### src/rtl/ysyx_23060240_seq_ctrl_pkg.sv
// ---------------------------------------------------------------------------
// ysyx_23060240_seq_ctrl_pkg
//   Shared definitions for the multi-cycle instruction sequencer:
//   - state_e      : sequencer phases FETCH / EXEC / MEM / HALT
//   - halt_code_e  : reason the core stopped (reported on halt_code)
//   - RESET_PC_DEFAULT, NOP_INST : reset values for pc and inst
//   - is_misaligned : jump-target alignment test used in EXEC
// ---------------------------------------------------------------------------
package ysyx_23060240_seq_ctrl_pkg;

  typedef enum logic [1:0] {
    ST_FETCH = 2'd0,
    ST_EXEC  = 2'd1,
    ST_MEM   = 2'd2,
    ST_HALT  = 2'd3
  } state_e;

  typedef enum logic [2:0] {
    HALT_RUN      = 3'd0,
    HALT_EBREAK   = 3'd1,
    HALT_BUS_ERR  = 3'd2,
    HALT_TIMEOUT  = 3'd3,
    HALT_ILLEGAL  = 3'd4,
    HALT_MISALIGN = 3'd5
  } halt_code_e;

  localparam logic [31:0] RESET_PC_DEFAULT = 32'h8000_0000;
  localparam logic [31:0] NOP_INST         = 32'h0000_0013;

  // Only word alignment is enforced; compressed instructions are not supported.
  function automatic logic is_misaligned(input logic [31:0] target);
    return target[1:0] != 2'b00;
  endfunction

endpackage

### src/rtl/ysyx_23060240_wdt.sv
// ---------------------------------------------------------------------------
// ysyx_23060240_wdt
//   Handshake timeout counter for the sequencer.
//   Ports:
//     clk, rst  : clock, asynchronous active-low reset
//     clr       : synchronous clear, asserted on every sequencer state change
//     en        : count this cycle (a request is being held)
//     expire    : combinational; high in the TMO_CYC-th counted cycle
// ---------------------------------------------------------------------------
module ysyx_23060240_wdt #(
  parameter int TMO_CYC = 1024,
  parameter int TMO_W   = 11
) (
  input  logic clk,
  input  logic rst,
  input  logic clr,
  input  logic en,
  output logic expire
);

  localparam logic [TMO_W-1:0] LAST = TMO_W'(TMO_CYC - 1);

  logic [TMO_W-1:0] cnt;

  // The count is the number of cycles already spent waiting; clearing on
  // state entry means the first waiting cycle sees zero.
  always_ff @(posedge clk or negedge rst) begin
    if (!rst) begin
      cnt <= '0;
    end else if (clr) begin
      cnt <= '0;
    end else if (en) begin
      cnt <= cnt + TMO_W'(1);
    end
  end

  // Expiry is flagged during the last allowed cycle so the owner can still
  // let a same-cycle completion take priority over the timeout.
  assign expire = en && (cnt == LAST);

endmodule

### src/rtl/ysyx_23060240_seq_ctrl.sv
// ---------------------------------------------------------------------------
// ysyx_23060240_seq_ctrl
//   Multi-cycle sequencer: owns pc and the instruction register, steps
//   FETCH -> EXEC -> (MEM) -> FETCH, emits the commit pulse and halts the
//   core on ebreak, bus error, illegal opcode, misaligned jump or timeout.
//   Ports:
//     clk, rst                         : clock, asynchronous active-low reset
//     fetch_req/fetch_pc               : level request to IFU, address = pc
//     fetch_done/fetch_err/inst_in     : IFU response
//     inst                             : latched instruction for IDU
//     dec_mem_rd/wr, dec_ebreak,
//     dec_illegal, jump_en, jump_pc    : decode results, valid in EXEC
//     lsu_rd_req/lsu_wr_req            : level requests to LSU
//     lsu_done/lsu_err                 : LSU response
//     commit                           : one-cycle retire strobe
//     pc, halt, halt_code, instret     : architectural status
// ---------------------------------------------------------------------------
module ysyx_23060240_seq_ctrl
  import ysyx_23060240_seq_ctrl_pkg::*;
#(
  parameter logic [31:0] RESET_PC = RESET_PC_DEFAULT,
  parameter int          TMO_CYC  = 1024,
  parameter int          TMO_W    = 11
) (
  input  logic        clk,
  input  logic        rst,
  output logic        fetch_req,
  output logic [31:0] fetch_pc,
  input  logic        fetch_done,
  input  logic        fetch_err,
  input  logic [31:0] inst_in,
  output logic [31:0] inst,
  input  logic        dec_mem_rd,
  input  logic        dec_mem_wr,
  input  logic        dec_ebreak,
  input  logic        dec_illegal,
  input  logic        jump_en,
  input  logic [31:0] jump_pc,
  output logic        lsu_rd_req,
  output logic        lsu_wr_req,
  input  logic        lsu_done,
  input  logic        lsu_err,
  output logic        commit,
  output logic [31:0] pc,
  output logic        halt,
  output logic [2:0]  halt_code,
  output logic [63:0] instret
);

  state_e     state;
  state_e     state_nxt;
  halt_code_e halt_code_q;
  halt_code_e code_nxt;
  logic       wdt_clr;
  logic       wdt_en;
  logic       wdt_expire;

  // The timeout only runs while a request is actually on the bus. Right
  // after reset the FETCH state is entered with fetch_req still low, so that
  // first cycle is neither counted nor allowed to accept a response.
  assign wdt_en  = (state == ST_FETCH && fetch_req) || (state == ST_MEM);
  assign wdt_clr = (state_nxt != state);

  ysyx_23060240_wdt #(
    .TMO_CYC (TMO_CYC),
    .TMO_W   (TMO_W)
  ) u_wdt (
    .clk    (clk),
    .rst    (rst),
    .clr    (wdt_clr),
    .en     (wdt_en),
    .expire (wdt_expire)
  );

  // Next-state and commit decision. Commit has to be combinational: in EXEC
  // the decode results depend on the freshly latched inst, and in MEM the
  // retire must line up with lsu_done so load data is written that cycle.
  always_comb begin
    state_nxt = state;
    code_nxt  = HALT_RUN;
    commit    = 1'b0;
    case (state)
      ST_FETCH: begin
        if (fetch_req) begin
          if (fetch_err) begin
            state_nxt = ST_HALT;
            code_nxt  = HALT_BUS_ERR;
          end else if (fetch_done) begin
            state_nxt = ST_EXEC;
          end else if (wdt_expire) begin
            state_nxt = ST_HALT;
            code_nxt  = HALT_TIMEOUT;
          end
        end
      end
      ST_EXEC: begin
        if (dec_illegal) begin
          state_nxt = ST_HALT;
          code_nxt  = HALT_ILLEGAL;
        end else if (dec_ebreak) begin
          state_nxt = ST_HALT;
          code_nxt  = HALT_EBREAK;
        end else if (jump_en && is_misaligned(jump_pc)) begin
          state_nxt = ST_HALT;
          code_nxt  = HALT_MISALIGN;
        end else if (dec_mem_rd || dec_mem_wr) begin
          state_nxt = ST_MEM;
        end else begin
          commit    = 1'b1;
          state_nxt = ST_FETCH;
        end
      end
      ST_MEM: begin
        if (lsu_err) begin
          state_nxt = ST_HALT;
          code_nxt  = HALT_BUS_ERR;
        end else if (lsu_done) begin
          commit    = 1'b1;
          state_nxt = ST_FETCH;
        end else if (wdt_expire) begin
          state_nxt = ST_HALT;
          code_nxt  = HALT_TIMEOUT;
        end
      end
      default: begin
        state_nxt = ST_HALT;
      end
    endcase
  end

  // Single state/datapath register block. Requests are registered from the
  // next state, so a request appears the cycle after the decision and drops
  // together with the state change. While in MEM the access direction chosen
  // at EXEC is simply held; a load wins when decode flags both.
  always_ff @(posedge clk or negedge rst) begin
    if (!rst) begin
      state       <= ST_FETCH;
      pc          <= RESET_PC;
      inst        <= NOP_INST;
      instret     <= '0;
      halt        <= 1'b0;
      halt_code_q <= HALT_RUN;
      fetch_req   <= 1'b0;
      lsu_rd_req  <= 1'b0;
      lsu_wr_req  <= 1'b0;
    end else begin
      state      <= state_nxt;
      fetch_req  <= (state_nxt == ST_FETCH);
      lsu_rd_req <= (state_nxt == ST_MEM) && ((state == ST_MEM) ? lsu_rd_req : dec_mem_rd);
      lsu_wr_req <= (state_nxt == ST_MEM) && ((state == ST_MEM) ? lsu_wr_req : !dec_mem_rd);
      if (state == ST_FETCH && state_nxt == ST_EXEC) begin
        inst <= inst_in;
      end
      if (commit) begin
        pc      <= (state == ST_EXEC && jump_en) ? jump_pc : pc + 32'd4;
        instret <= instret + 64'd1;
      end
      if (state != ST_HALT && state_nxt == ST_HALT) begin
        halt        <= 1'b1;
        halt_code_q <= code_nxt;
      end
    end
  end

  assign fetch_pc  = pc;
  assign halt_code = halt_code_q;

endmodule

### config.mk
export PLATFORM = sky130hd
export DESIGN_NAME = ysyx_23060240_seq_ctrl
export DESIGN_NICKNAME = d
export VERILOG_FILES = /design/src/rtl/ysyx_23060240_seq_ctrl_pkg.sv /design/src/rtl/ysyx_23060240_wdt.sv /design/src/rtl/ysyx_23060240_seq_ctrl.sv
export SDC_FILE = /design/constraint.sdc
export NUM_CORES = 1
export LEC_CHECK = 0
export CAP_MARGIN = 20
export CORE_MARGIN = 2
export CORE_UTILIZATION = 50
export CTS_BUF_LIST = sky130_fd_sc_hd__clkbuf_16
export DETAILED_ROUTE_END_ITERATION = 8
export GPL_ROUTABILITY_DRIVEN = 1
export PLACE_DENSITY_LB_ADDON = 0.15
export SLEW_MARGIN = 20
export SYNTH_ARGS = -nofsm -noshare
export SYNTH_HDL_FRONTEND = slang
export SYNTH_SLANG_ARGS = --single-unit
### constraint.sdc
create_clock -name clk -period 5.9 [get_ports clk]
set_input_delay 1.18 -clock clk [delete_from_list [all_inputs] [get_ports clk]]
set_output_delay 1.18 -clock clk [all_outputs]
set_load 0.05 [all_outputs]
==> After elaboration in Yosys (flattened, before gate mapping) <==
Index checks and enable logic that the tools add are counted.
{ "totals": {"regBits": 148, "latch_bits": 0, "ramBits": 0, "rom_bits": 0, "input_bits": 75, "out_inout_bits": 168, "word_cells": 69, "n_memories": 0} }
{ "classes": {"n_addsub": 3, "multipliers": 0, "n_div": 0, "order_cmp": 0, "n_eq_ne": 8, "shift": 0, "mux": 33, "bitwise": 0, "n_reduce_logical": 15} }
{ "op_table": {"columns": ["operator", "n"], "rows": [
  ["64-bit by 1-bit adder with 64-bit output, second input constant", 1],
  ["32-bit by 3-bit adder with 32-bit output, second input constant", 1],
  ["32-bit 2-to-1 mux", 1],
  ["2-bit 2-to-1 mux", 14],
  ["11-bit 2-to-1 mux", 2],
  ["3-bit 2-to-1 mux", 5],
  ["11-bit by 1-bit adder with 11-bit output, second input constant", 1],
  ["11-bit by 10-bit == test with 1-bit output, second input constant", 1],
  ["3-bit case mux with 3 select lines", 1],
  ["1-bit logical AND", 8],
  ["1-bit 2-to-1 mux", 8],
  ["2-bit == test, second input constant", 3],
  ["2-bit case mux with 3 select lines", 1],
  ["2-bit by 1-bit == test with 1-bit output, second input constant", 2],
  ["2-bit logical NOT", 2],
  ["2-bit nonzero test", 2],
  ["1-bit logical OR", 2],
  ["2-bit != test", 1],
  ["2-bit != test, second input constant", 1],
  ["1-bit case mux with 2 select lines", 1],
  ["1-bit logical NOT", 1]
]} }

==> Logic depth before layout (Yosys ltp) <==
{ "logic_depth": {"word_depth": 11, "depth_mapped": 11} }

==> Cells and area by module <==
From an unflattened synthesis, not the netlist that was laid out.
{ "unflattened": {"hier_cells": 756, "hier_area_um2": 7593.5} }
{ "by_module_without_submodules": {"columns": ["mod", "n_inst", "cells_each", "area_each_um2", "seq_area_each_um2"], "rows": [
  ["ysyx_23060240_seq_ctrl", 1, 700, 7029.2, 3433.3],
  ["ysyx_23060240_wdt", 1, 56, 564.3, 275.3]
]} }

==> Worst setup path after synthesis <==
No wires, ideal clock.
{ "synth_timing": {"kind": "input-to-output", "startpoint": "input port dec_ebreak", "endpoint": "output port commit", "arrival_ns": 2.595, "required_time_ns": 4.720, "slack_ns": 2.125, "stages": 5, "path_cell_list": "nor4_4 > a31o_2 > nand2_1 > clkinv_1 > clkbuf_1"} }
{ "synth_via": {"elab_chain_len": 3} }
{ "synth_lines": {"columns": ["element", "line_no", "source"], "rows": [
  ["start: declaration", "ysyx_23060240_seq_ctrl.sv:35", "input logic dec_ebreak,"],
  ["1-bit 2-to-1 mux", "ysyx_23060240_seq_ctrl.sv:100", "end else if (dec_ebreak) begin"],
  ["1-bit 2-to-1 mux", "ysyx_23060240_seq_ctrl.sv:97", "if (dec_illegal) begin"],
  ["1-bit case mux with 2 select lines", "ysyx_23060240_seq_ctrl.sv:82", "case (state)"],
  ["end: declaration", "ysyx_23060240_seq_ctrl.sv:43", "output logic commit,"]
]} }
Every way passes these cells.

==> Final worst setup path <==
{ "layout_timing": {"startpoint": "input port lsu_err", "endpoint": "output port commit"} }
{ "layout_via": {"elab_chain_len": 2} }
{ "layout_lines": {"columns": ["element", "line_no", "source"], "rows": [
  ["start: declaration", "ysyx_23060240_seq_ctrl.sv:42", "input logic lsu_err,"],
  ["1-bit 2-to-1 mux", "ysyx_23060240_seq_ctrl.sv:114", "if (lsu_err) begin"],
  ["1-bit case mux with 2 select lines", "ysyx_23060240_seq_ctrl.sv:82", null]
]} }
Every way passes these cells.

==> results_dict.tcl <==
set metrics [dict create \
    netlist_instances 722 \
    fin_worst_skew_ps 14.4 \
    swShare_pct 21.4 \
    p_sw_w 0.000485 \
    io-pin-count 243 \
    synth_edf_count 0 \
    cp-start-kind "primary input" \
    rrSetupSlack_ps 2880 \
    gp_congestion 0.900 \
    n_antenna_cell 0 \
    async_flop_share_pct 100 \
    cts.path.max_buffers 2 \
    syn2layout_area_growth_pct 39.2 \
    drtAntennaViolNets 0 \
    fillers 1051 \
    wl_mm 19.7 \
    multi_input_area_um2 3360 \
    crit_fanout 27 \
    reg2reg_to "inst[31]$_DFFE_PN0P_" \
    timing.final.crit_share_pct 68.4 \
    synth_ff_type "dfrtp_1" \
    synthTopCellsByArea "dfrtp_1 (48%), mux2_4 (6.0%), xnor2_1 (5.7%), nand2_1 (3.8%), a21oi_1 (3.7%)" \
    antenna_found_initial 0 \
    cts_buffers 17 \
    grt_usage_pct 24.5 \
    required_ps 4720 \
    synth_warnings 0 \
    synth_commonest_cells "dfrtp_1 (144), nand2_1 (76), a21oi_1 (56), nand3_1 (50), nor2_1 (50)" \
    grt_max_degree 93 \
    synthesis.area_um2 7480 \
    port_buffers 242 \
    drt-initial-drc-count 367 \
    die_w_um 126 \
    netlist.area_leader.share_pct 48.2 \
    cts_tree "done" \
    row_count 44 \
    synth_seq_area_share_pct 49.6 \
    rsz0062_at_grt "no" \
    clockPowerShare_pct 51.3 \
    syn_avg_cell_area_um2 10.4 \
    clock.fmax_ghz 0.248 \
    yosysTopAreaCell "dfrtp_1" \
    comb_power_share_pct 3.7 \
    die_area_um2 15900 \
    hold_depth 1 \
    hpwlAfterDp_mm 13.8 \
    hold_violations 0 \
    grt_remaining_overflow 0 \
    p_seq_share_pct 44.9 \
    fin_area_um2 10400 \
    r2r_start "state[0]$_DFF_PN0_" \
    synth_fp_nets 804 \
    start_util_pct 51.2 \
    clock-sinks 148 \
    drive_above_1_share_pct 9.62 \
    internal_power_w 0.00178 \
    hp-start "instret[63]$_DFFE_PN0P_" \
    grt_pass1_vias 6261 \
    synth_cell_type_count 56 \
    ys_ff_latch 148 \
    vias 6318 \
    status "completed" \
    yosysMostFrequentCell "dfrtp_1" \
    nets 1015 \
    viasPerCell 5.59 \
    tightest_slew_ps 1020 \
    cp_data_arrival_time_ps 2860 \
    root_buffer "clkbuf_16" \
    worst_r2r_path_depth 8 \
    htreeDepth 4 \
    cts_resized 0 \
    grt_first_pass_wirelength_mm 31.7 \
    setup-tns-final_ps 0 \
    worst_skew_pair.late_latency_ps 420 \
    crit_path_end_kind "output pin" \
    p_leak_nw 4.48 \
    drv_slew 0 \
    post_drt_wl_per_cell_um 17.4 \
    ctsHoldBuffers 0 \
    post-route-min-period_ps 4040 \
    maxSlewHeadroom_pct 31.5 \
    power.density_nw_per_um2 217 \
    min_to "instret[63]$_DFFE_PN0P_" \
    maxCapViolations 0 \
    drc 0 \
    postCtsSetupBuffers 0 \
    regArea_um2 3710 \
    dpl_cell_area_um2 9780 \
    hold_class "reg2reg" \
    vdd_drop_max_uv 209 \
    die_y_um 126 \
    power.total_w 0.00226 \
    dr.pass1.iters 6 \
    crit_type "in2out" \
    clk_pin_slew_ps 60 \
    core_um2 14600 \
    setup_viol 0 \
]
-- worst max-delay path by stage --
| stage | from | to | slack, ps | cells past startpoint |
|---|---|---|---|---|
| finish | lsu_err | commit | 1860 | 7 |
| detailed placement | dec_ebreak | inst[15]$_DFFE_PN0P_ | 1700 | 7 |
| floorplan | dec_ebreak | commit | 2130 | 5 |
| global route | lsu_err | commit | 1760 | 7 |
| global placement | dec_ebreak | inst[2]$_DFFE_PN0P_ | 1780 | 7 |
| CTS | lsu_err | commit | 1870 | 7 |
-- per-stage QoR --
stage,std cells,hold slack [ps],utilization [%],setup slack (ps)
floorplan,722,505,-,2130
global placement,1098,454,67.0,1780
detailed placement,1098,471,67.0,1700
CTS,1130,479,71.3,1870
global route,1130,504,71.3,1760
finish,1130,477,71.3,1860
-- sequential cells by signal, indices dropped and copies added (netlist names), 2 cells and up --
name       cells
instret       64
fetch_pc      32
inst          32
u_wdt.cnt     11
halt_code      3
state          2
-- worst max-delay path, cell delays in order --
cell and delay (ps):
clkdlybuf4s50_1 520, and3b_1 200, a31o_2 250, nand2_1 70, buf_4 280, clkinv_1 140, buf_4 210
-- cell usage in the layout (no fill, tap or decap), types with 13 or more instances in the layout --
cell,n
dfrtp_1,144
nand4_1,20
clkbuf_16,17
xor2_1,23
nor3_1,15
nand3_1,50
mux2_4,30
a21oi_1,56
and3_1,17
xnor2_1,49
o22ai_1,13
nand2_1,75
clkdlybuf4s50_1,240
nor2_1,50
o21ai_0,30
-- cells by family after synthesis --
family,count (synthesis),synth area share [%]
mux,39,7.33
simple gates,270,18.3
flops,148,49.6
buf+inv,63,5.54
fa+ha+maj,7,1.17
compound gates,123,9.66
xor+xnor,72,8.44
-- per-layer routing --
layer / GRT usage (%) / part of all wire [%]
met1: 32.0 / 42
met3: 5.18 / 5.8
met4: 4.98 / 0.79
met2: 42.5 / 51
met5: 0 / 0
-- power groups by stage --
| stage | logic [W] | registers, W | clock network [W] |
|---|---|---|---|
| floorplan | 0.00000460 | 0.00104 | 0 |
| global placement | 0.0000843 | 0.00104 | 0 |
| detailed placement | 0.0000855 | 0.00104 | 0 |
| CTS | 0.0000861 | 0.00102 | 0.00118 |
| global route | 0.0000920 | 0.00102 | 0.00122 |
| finish | 0.0000839 | 0.00102 | 0.00116 |
-- layout make-up --
class                   count  share of cell area [%]
inverters                  10                   0.361
multi-input cells         511                    32.3
well taps                 184                    2.21
clock inverters            15                    1.96
clock buffers              17                    4.09
flip-flops and latches    148                    35.6
repair buffers            245                    23.5
Note: power is estimated with default switching activity, not from simulation.
==> variant 1: new RTL, same flow settings <==
`TMO_W` is set to 11 in 2 places; all go to 15.
--- a/src/rtl/ysyx_23060240_wdt.sv
+++ b/src/rtl/ysyx_23060240_wdt.sv
@@ -9,7 +9,7 @@
 // ---------------------------------------------------------------------------
 module ysyx_23060240_wdt #(
   parameter int TMO_CYC = 1024,
-  parameter int TMO_W   = 11
+  parameter int TMO_W   = 15
 ) (
   input  logic clk,
   input  logic rst,
--- a/src/rtl/ysyx_23060240_seq_ctrl.sv
+++ b/src/rtl/ysyx_23060240_seq_ctrl.sv
@@ -20,7 +20,7 @@
 #(
   parameter logic [31:0] RESET_PC = RESET_PC_DEFAULT,
   parameter int          TMO_CYC  = 1024,
-  parameter int          TMO_W    = 11
+  parameter int          TMO_W    = 15
 ) (
   input  logic        clk,
   input  logic        rst,
Function: same outputs for any inputs over 4 cycles, from zero or initial values and one cycle with rst low; that may be too few to reach the edited logic, so the function may still have changed.
==> variant 1 against the unedited design <==
Final area rose by 2.8%. Critical path type unchanged. Sequential cell count up 4. Die area rose by 4.4%. Area after synthesis rose by 4.6%. Highest routed layer unchanged. First-iteration DRC count decreased by 11%. Routed wire length down 2.4%. Setup slack got worse by 0.13 ns. Non-clock buffer count grew 3. Global-route usage fell by 1.3 points.
Power is not compared: it rests on default switching activity, and its combinational part moved more than twofold at a synthesized area within 25%.
==> variant 1: results (changes against the unedited design) <==
STATUS='finished, final reports clean'
ROUTED_LENGTH_PER_PLACED_INSTANCE_UM=16.2  # -6.8%
REG2REG_TO='inst[8]'
SEQ_AREA_FRAC_SYNTH_PCT=48.7  # -0.88 points
GP_CONGESTION=0.859  # -4.6%
HOLDPATHEND='halt'
SYNTH_COMMON_CELLS='dfrtp_1 (148), nand2_1 (68), nor2_1 (59)'
SYNTH_ADDER_AREA_SHARE_PCT=1.28  # +0.11 points
DPL.CELL_COUNT=1150  # +4.7%
DISTINCT_CELL_TYPE_COUNT_AFTER_SYNTHESIS=61  # +8.9%
HOLD_PATH_STARTPOINT='halt'
GRT_PASS1_VIAS=6012  # -4.0%
PEAK_SUPPLY_DROP_mV=0.363
TRACK_USAGE_PCT=23.3  # -1.3 points
FINCLKSKEW_NS=0.00742  # -0.00693 ns
SYNTH-XOR-AREA-SHARE_PCT=8.84  # +0.40 points
FRACTION_OF_LAYOUT_CELLS_WITH_A_SIZE_SUFFIX_ABOVE_1_PCT=8.33  # -1.3 points
DRT_ITER0_MARKERS=327  # -11%
INSERTION_DELAY_NS=0.42  # about the same
GRT_MAX_DEGREE=102  # +9.7%
VIA_PER_INST=5.43  # -2.9%
NORMALIZED_MAX_SLEW_MARGIN_PCT=29.6  # -1.9 points
WORST_HOLD_PATH_STAGE_COUNT=1  # unchanged
CRITPATHMAXFANOUT=5  # -81%
DRT_FIRST_PASS_ITERS=5  # -1
CRIT-REG2REG-LAUNCH='state[1]'
NUMBER_OF_FILLER_INSTANCES_IN_THE_FINAL_LAYOUT=1190  # +13%
GRT_PASS1_WL_MM=30.5  # -3.8%
YS_TOP_CELLS_BY_AREA='dfrtp_1 (47%), xnor2_1 (5.5%), mux2_1 (5.0%), buf_4 (3.3%), nand2_1 (3.3%)'
SYNTHESIZED_NETS=837  # +4.1%
POST_DP_CELL_AREA_UM2=10100  # +3.7%
CRIT_ARRIVAL_NS=2.99  # +0.13 ns
SYN-INSTANCE-COUNT=754  # +4.4%
DESIGN.FINAL.NETS=1042  # +2.7%
SYNTH_COMPOUND_GATE_AREA_SHARE_PCT=8.85  # -0.80 points
HPWLAFTERDP_MM=13.4  # -3.4%
NUMBER_OF_VIAS_IN_THE_ROUTED_LAYOUT=6423  # +1.7%
IO_BUF_COUNT=242  # unchanged
R2R_SLACK_NS=2.79  # -0.09 ns
MUXSHAREOFSYNTHAREA_PCT=5.84  # -1.5 points
SWSHARE_PCT=47.0
## variant 1: changes by cell type after synthesis, moves of 9 or more
cell,delta
nand3_1,-13
nand4_1,+12
a21oi_1,-13
nor2_1,+9
mux2_4,-30
nor4_2,+9
mux2_1,+35
## variant 1: metal layers
| layer | part of all wire, % | global-route usage (%) |
|---|---|---|
| met4 | 2.6 | 8.76 |
| met1 | 43 | 30.2 |
| met2 | 47 | 37.1 |
| met5 | 0 | 0 |
| met3 | 7.7 | 6.94 |
## variant 1: cell type report
cell class / instances / area (um^2) / share of cell area [%]
clock buffers: 17 / 425 / 3.98
repair buffers: 248 / 2480 / 23.2
inverters: 17 / 63.8 / 0.596
flip-flops and latches: 152 / 3810 / 35.6
multi-input cells: 523 / 3530 / 33.0
well taps: 211 / 264 / 2.47
clock inverters: 15 / 121 / 1.13
## variant 1: worst max-delay path by stage
stage,start,cells after the start,to
after floorplan,dec_illegal,6,commit
after global placement,jump_en,6,commit
after detailed placement,dec_illegal,6,commit
after CTS,dec_illegal,6,commit
after global routing,dec_illegal,6,commit
final,dec_illegal,6,commit
## variant 1: through the flow
| step | hold slack, ns | power (W) | utilization [%] | setup slack (ns) |
|---|---|---|---|---|
| floorplan | 0.541 | 0.00322 | - | 1.92 |
| global route | 0.480 | 0.00512 | 70.1 | 1.69 |
| detailed placement | 0.452 | 0.00388 | 66.5 | 1.80 |
| finish | 0.462 | 0.00489 | 70.1 | 1.73 |
| global placement | 0.451 | 0.00386 | 66.5 | 1.83 |
| CTS | 0.468 | 0.00490 | 70.0 | 1.78 |
## variant 1: critical path, cell delays in order
cell and delay (ns):
clkdlybuf4s50_1 0.51, nor4_1 0.44, a31oi_1 0.32, nand2b_1 0.26, inv_1 0.12, buf_12 0.15
==> variant 2: new RTL, config.mk and constraints unchanged <==
Without the edit above. Register the input `inst_in` before use, with the module's reset. The logic sees it one clock later. The other inputs are not delayed to match.
--- a/src/rtl/ysyx_23060240_seq_ctrl.sv
+++ b/src/rtl/ysyx_23060240_seq_ctrl.sv
@@ -46,6 +46,16 @@
   output logic [2:0]  halt_code,
   output logic [63:0] instret
 );
+
+  logic [31:0] inst_q;
+
+  always_ff @(posedge clk or negedge rst) begin
+    if (!rst) begin
+      inst_q <= '0;
+    end else begin
+      inst_q <= inst_in;
+    end
+  end
 
   state_e     state;
   state_e     state_nxt;
@@ -149,7 +159,7 @@
       lsu_rd_req <= (state_nxt == ST_MEM) && ((state == ST_MEM) ? lsu_rd_req : dec_mem_rd);
       lsu_wr_req <= (state_nxt == ST_MEM) && ((state == ST_MEM) ? lsu_wr_req : !dec_mem_rd);
       if (state == ST_FETCH && state_nxt == ST_EXEC) begin
-        inst <= inst_in;
+        inst <= inst_q;
       end
       if (commit) begin
         pc      <= (state == ST_EXEC && jump_en) ? jump_pc : pc + 32'd4;
Behaviour: not the same (a bounded check fails within 4 cycles, from zero or initial values and one cycle with rst low).
==> variant 2 against the unedited design <==
First-iteration DRC count increased by 3.5%. Non-clock buffer count up 4. Clock skew down 0.0033 ns. Setup slack worse by 0.40 ns. Final area grew 7.0%. Die area increased by 9.2%. Sequential cell count grew 32. Global-route usage shrank 1.7 points. Routed wire length down 0.80%. Sequential share of layout area grew 4.9 points. Area after synthesis rose by 9.5%. Count of clock-buffer cells in the layout unchanged. Highest routed layer unchanged.
Power is not compared: it rests on default switching activity, and its combinational part moved more than twofold at a synthesized area within 25%.
==> variant 2: results (changes against the unedited design) <==
STATUS='finished, final reports clean'
DRT_FIRST_PASS_ITERS=5  # -1
FFS_W_ASYNC_S_R_SYNTH_PCT=100  # unchanged
IO_BUF_COUNT=242  # unchanged
PATH_DELAY_FAMILY='buffers and inverters'
DRT_ITER0_MARKERS=380  # +3.5%
NUMBER_OF_VIAS_IN_THE_ROUTED_LAYOUT=6301  # -0.27%
FINAL_CELLS=1186  # +5.0%
GRT_PASS1_WL_MM=32.2  # +1.6%
PATH_CLK_SLEW_NS=0.07
MAX_FLOP_REGISTER='instret'
SYNTH_TOP_FLOP_CELL='dfrtp_1'
HPWLAFTERDP_MM=13.8  # -0.50%
WORST-SLEW-PIN-TRANSITION_NS=0.764  # -0.259 ns
DESIGN.FINAL.NETS=1039  # +2.4%
SEQ_AREA_FRAC_SYNTH_PCT=55.1  # +5.5 points
INSERTION_DELAY_NS=0.43
SYNTHESIZED_NETS=832  # +3.5%
INSERTEDDIODECOUNT=0  # unchanged
P_LEAK_nW=4.69
CRIT_ARRIVAL_NS=3.26  # +0.40 ns
FRACTION_OF_LAYOUT_CELLS_WITH_A_SIZE_SUFFIX_ABOVE_1_PCT=7.01  # -2.6 points
CTSLONGESTPATHBUFFERS=2  # unchanged
TIMING.CRITICAL_PATH.SLOWEST_CELL_DELAY_NS=0.59  # +0.07 ns
POST_CTS_BUFFERS=0  # unchanged
FMAXACHIEVABLE_MHz=225  # -9.1%
MIN-DELAY-PATH-CLASS='flop to flop'
FINCLKSKEW_NS=0.0111  # -0.00328 ns
CLOCKROOTBUFFER='clkbuf_16'
CRITPATHMAXFANOUT=20  # -26%
PRE_CTS_SLACK_NS=1.52  # -0.179 ns
GRT_PASS1_VIAS=6233  # -0.45%
SYNTHESIS.AREA_PER_INSTANCE_UM2=10.9  # +5.4%
R2R_SLACK_NS=2.56  # -0.32 ns
YOSYSWARNINGCOUNT=0  # unchanged
GRT_MAX_DEGREE=89  # -4.3%
CTS_HTREE_LEVELS=4  # unchanged
SYNTH_COMMON_CELLS='dfrtp_1 (176), nand2_1 (64), nor2_1 (54)'
DISTINCT_CELL_TYPE_COUNT_AFTER_SYNTHESIS=57  # +1.8%
GP_CONGESTION=0.847  # -5.9%
CTS_MADE_BUFFERS=17  # unchanged
ANTENNA_FOUND_INITIAL=0  # unchanged
YS_TOP_CELLS_BY_AREA='dfrtp_1 (54%), xnor2_1 (5.6%), mux2_1 (4.1%), buf_4 (3.1%), a21oi_1 (3.1%)'
POST_DP_CELL_AREA_UM2=10500  # +7.9%
PEAK_SUPPLY_DROP_mV=0.450
TRACK_USAGE_PCT=22.9  # -1.7 points
ROUTED_LENGTH_PER_PLACED_INSTANCE_UM=16.5  # -5.5%
CTS.REPAIR.RESIZED=0  # unchanged
CRIT_PATH_TOP_DELAY_CELL='or4_1'
variant 2: metrics by stage:
| step | power (W) | hold slack (ns) |
|---|---|---|
| final | 0.00547 | 0.460 |
| after global routing | 0.00571 | 0.485 |
| after CTS | 0.00550 | 0.466 |
| after detailed placement | 0.00440 | 0.448 |
| after global placement | 0.00437 | 0.440 |
| after floorplan | 0.00363 | 0.439 |
variant 2: logic make-up (layout without fill, tap and decap cells):
logic type / count (synthesis) / count (layout) / share of synthesized area (%)
AND/OR/NAND/NOR: 255 / 255 / 16.5
flip-flops: 180 / 180 / 55.1
AO/OA/AOI/OAI: 122 / 122 / 8.82
buffers and inverters: 74 / 294 / 5.36
XOR/XNOR: 73 / 73 / 7.81
multiplexers: 39 / 39 / 5.32
adder cells (fa/ha/maj): 7 / 7 / 1.07
variant 2: final cells by class:
class                      instances  area (um^2)
tap                              216          270
clock buffer                      17          425
multi-input combinational        496         3240
inverter                          13         48.8
fill                            1225         4810
clock inverter                    15          138
sequential                       180         4510
timing repair buffer             249         2500
variant 2: report_power, final:
group / internal (W) / switching, W
logic: 0.000867 / 0.00176
clock network: 0.000558 / 0.000521
registers: 0.00150 / 0.000265
total: 0.00292 / 0.00254
variant 2: layer usage:
layer  vias to the layer above  wire (um)  global-route usage, %
li1                       3015          -                      -
met1                      3060       8550                   30.8
met2                       194       9200                   35.9
met3                        32       1320                   5.96
met4                         0        458                   8.27
met5                         -          0                      0
variant 2: path summary, 6_finish.rpt:
kind	start	endpoint	depth (start not counted)
setup / recovery	dec_ebreak	commit	7
min in group asynchronous	rst	inst_q[23]	1
hold / removal	inst_q[28]	inst[28]	1
max in group asynchronous	rst	instret[44]	2
hold reg to reg	inst_q[28]	inst[28]	1
setup reg to reg	state[0]	inst[12]	10
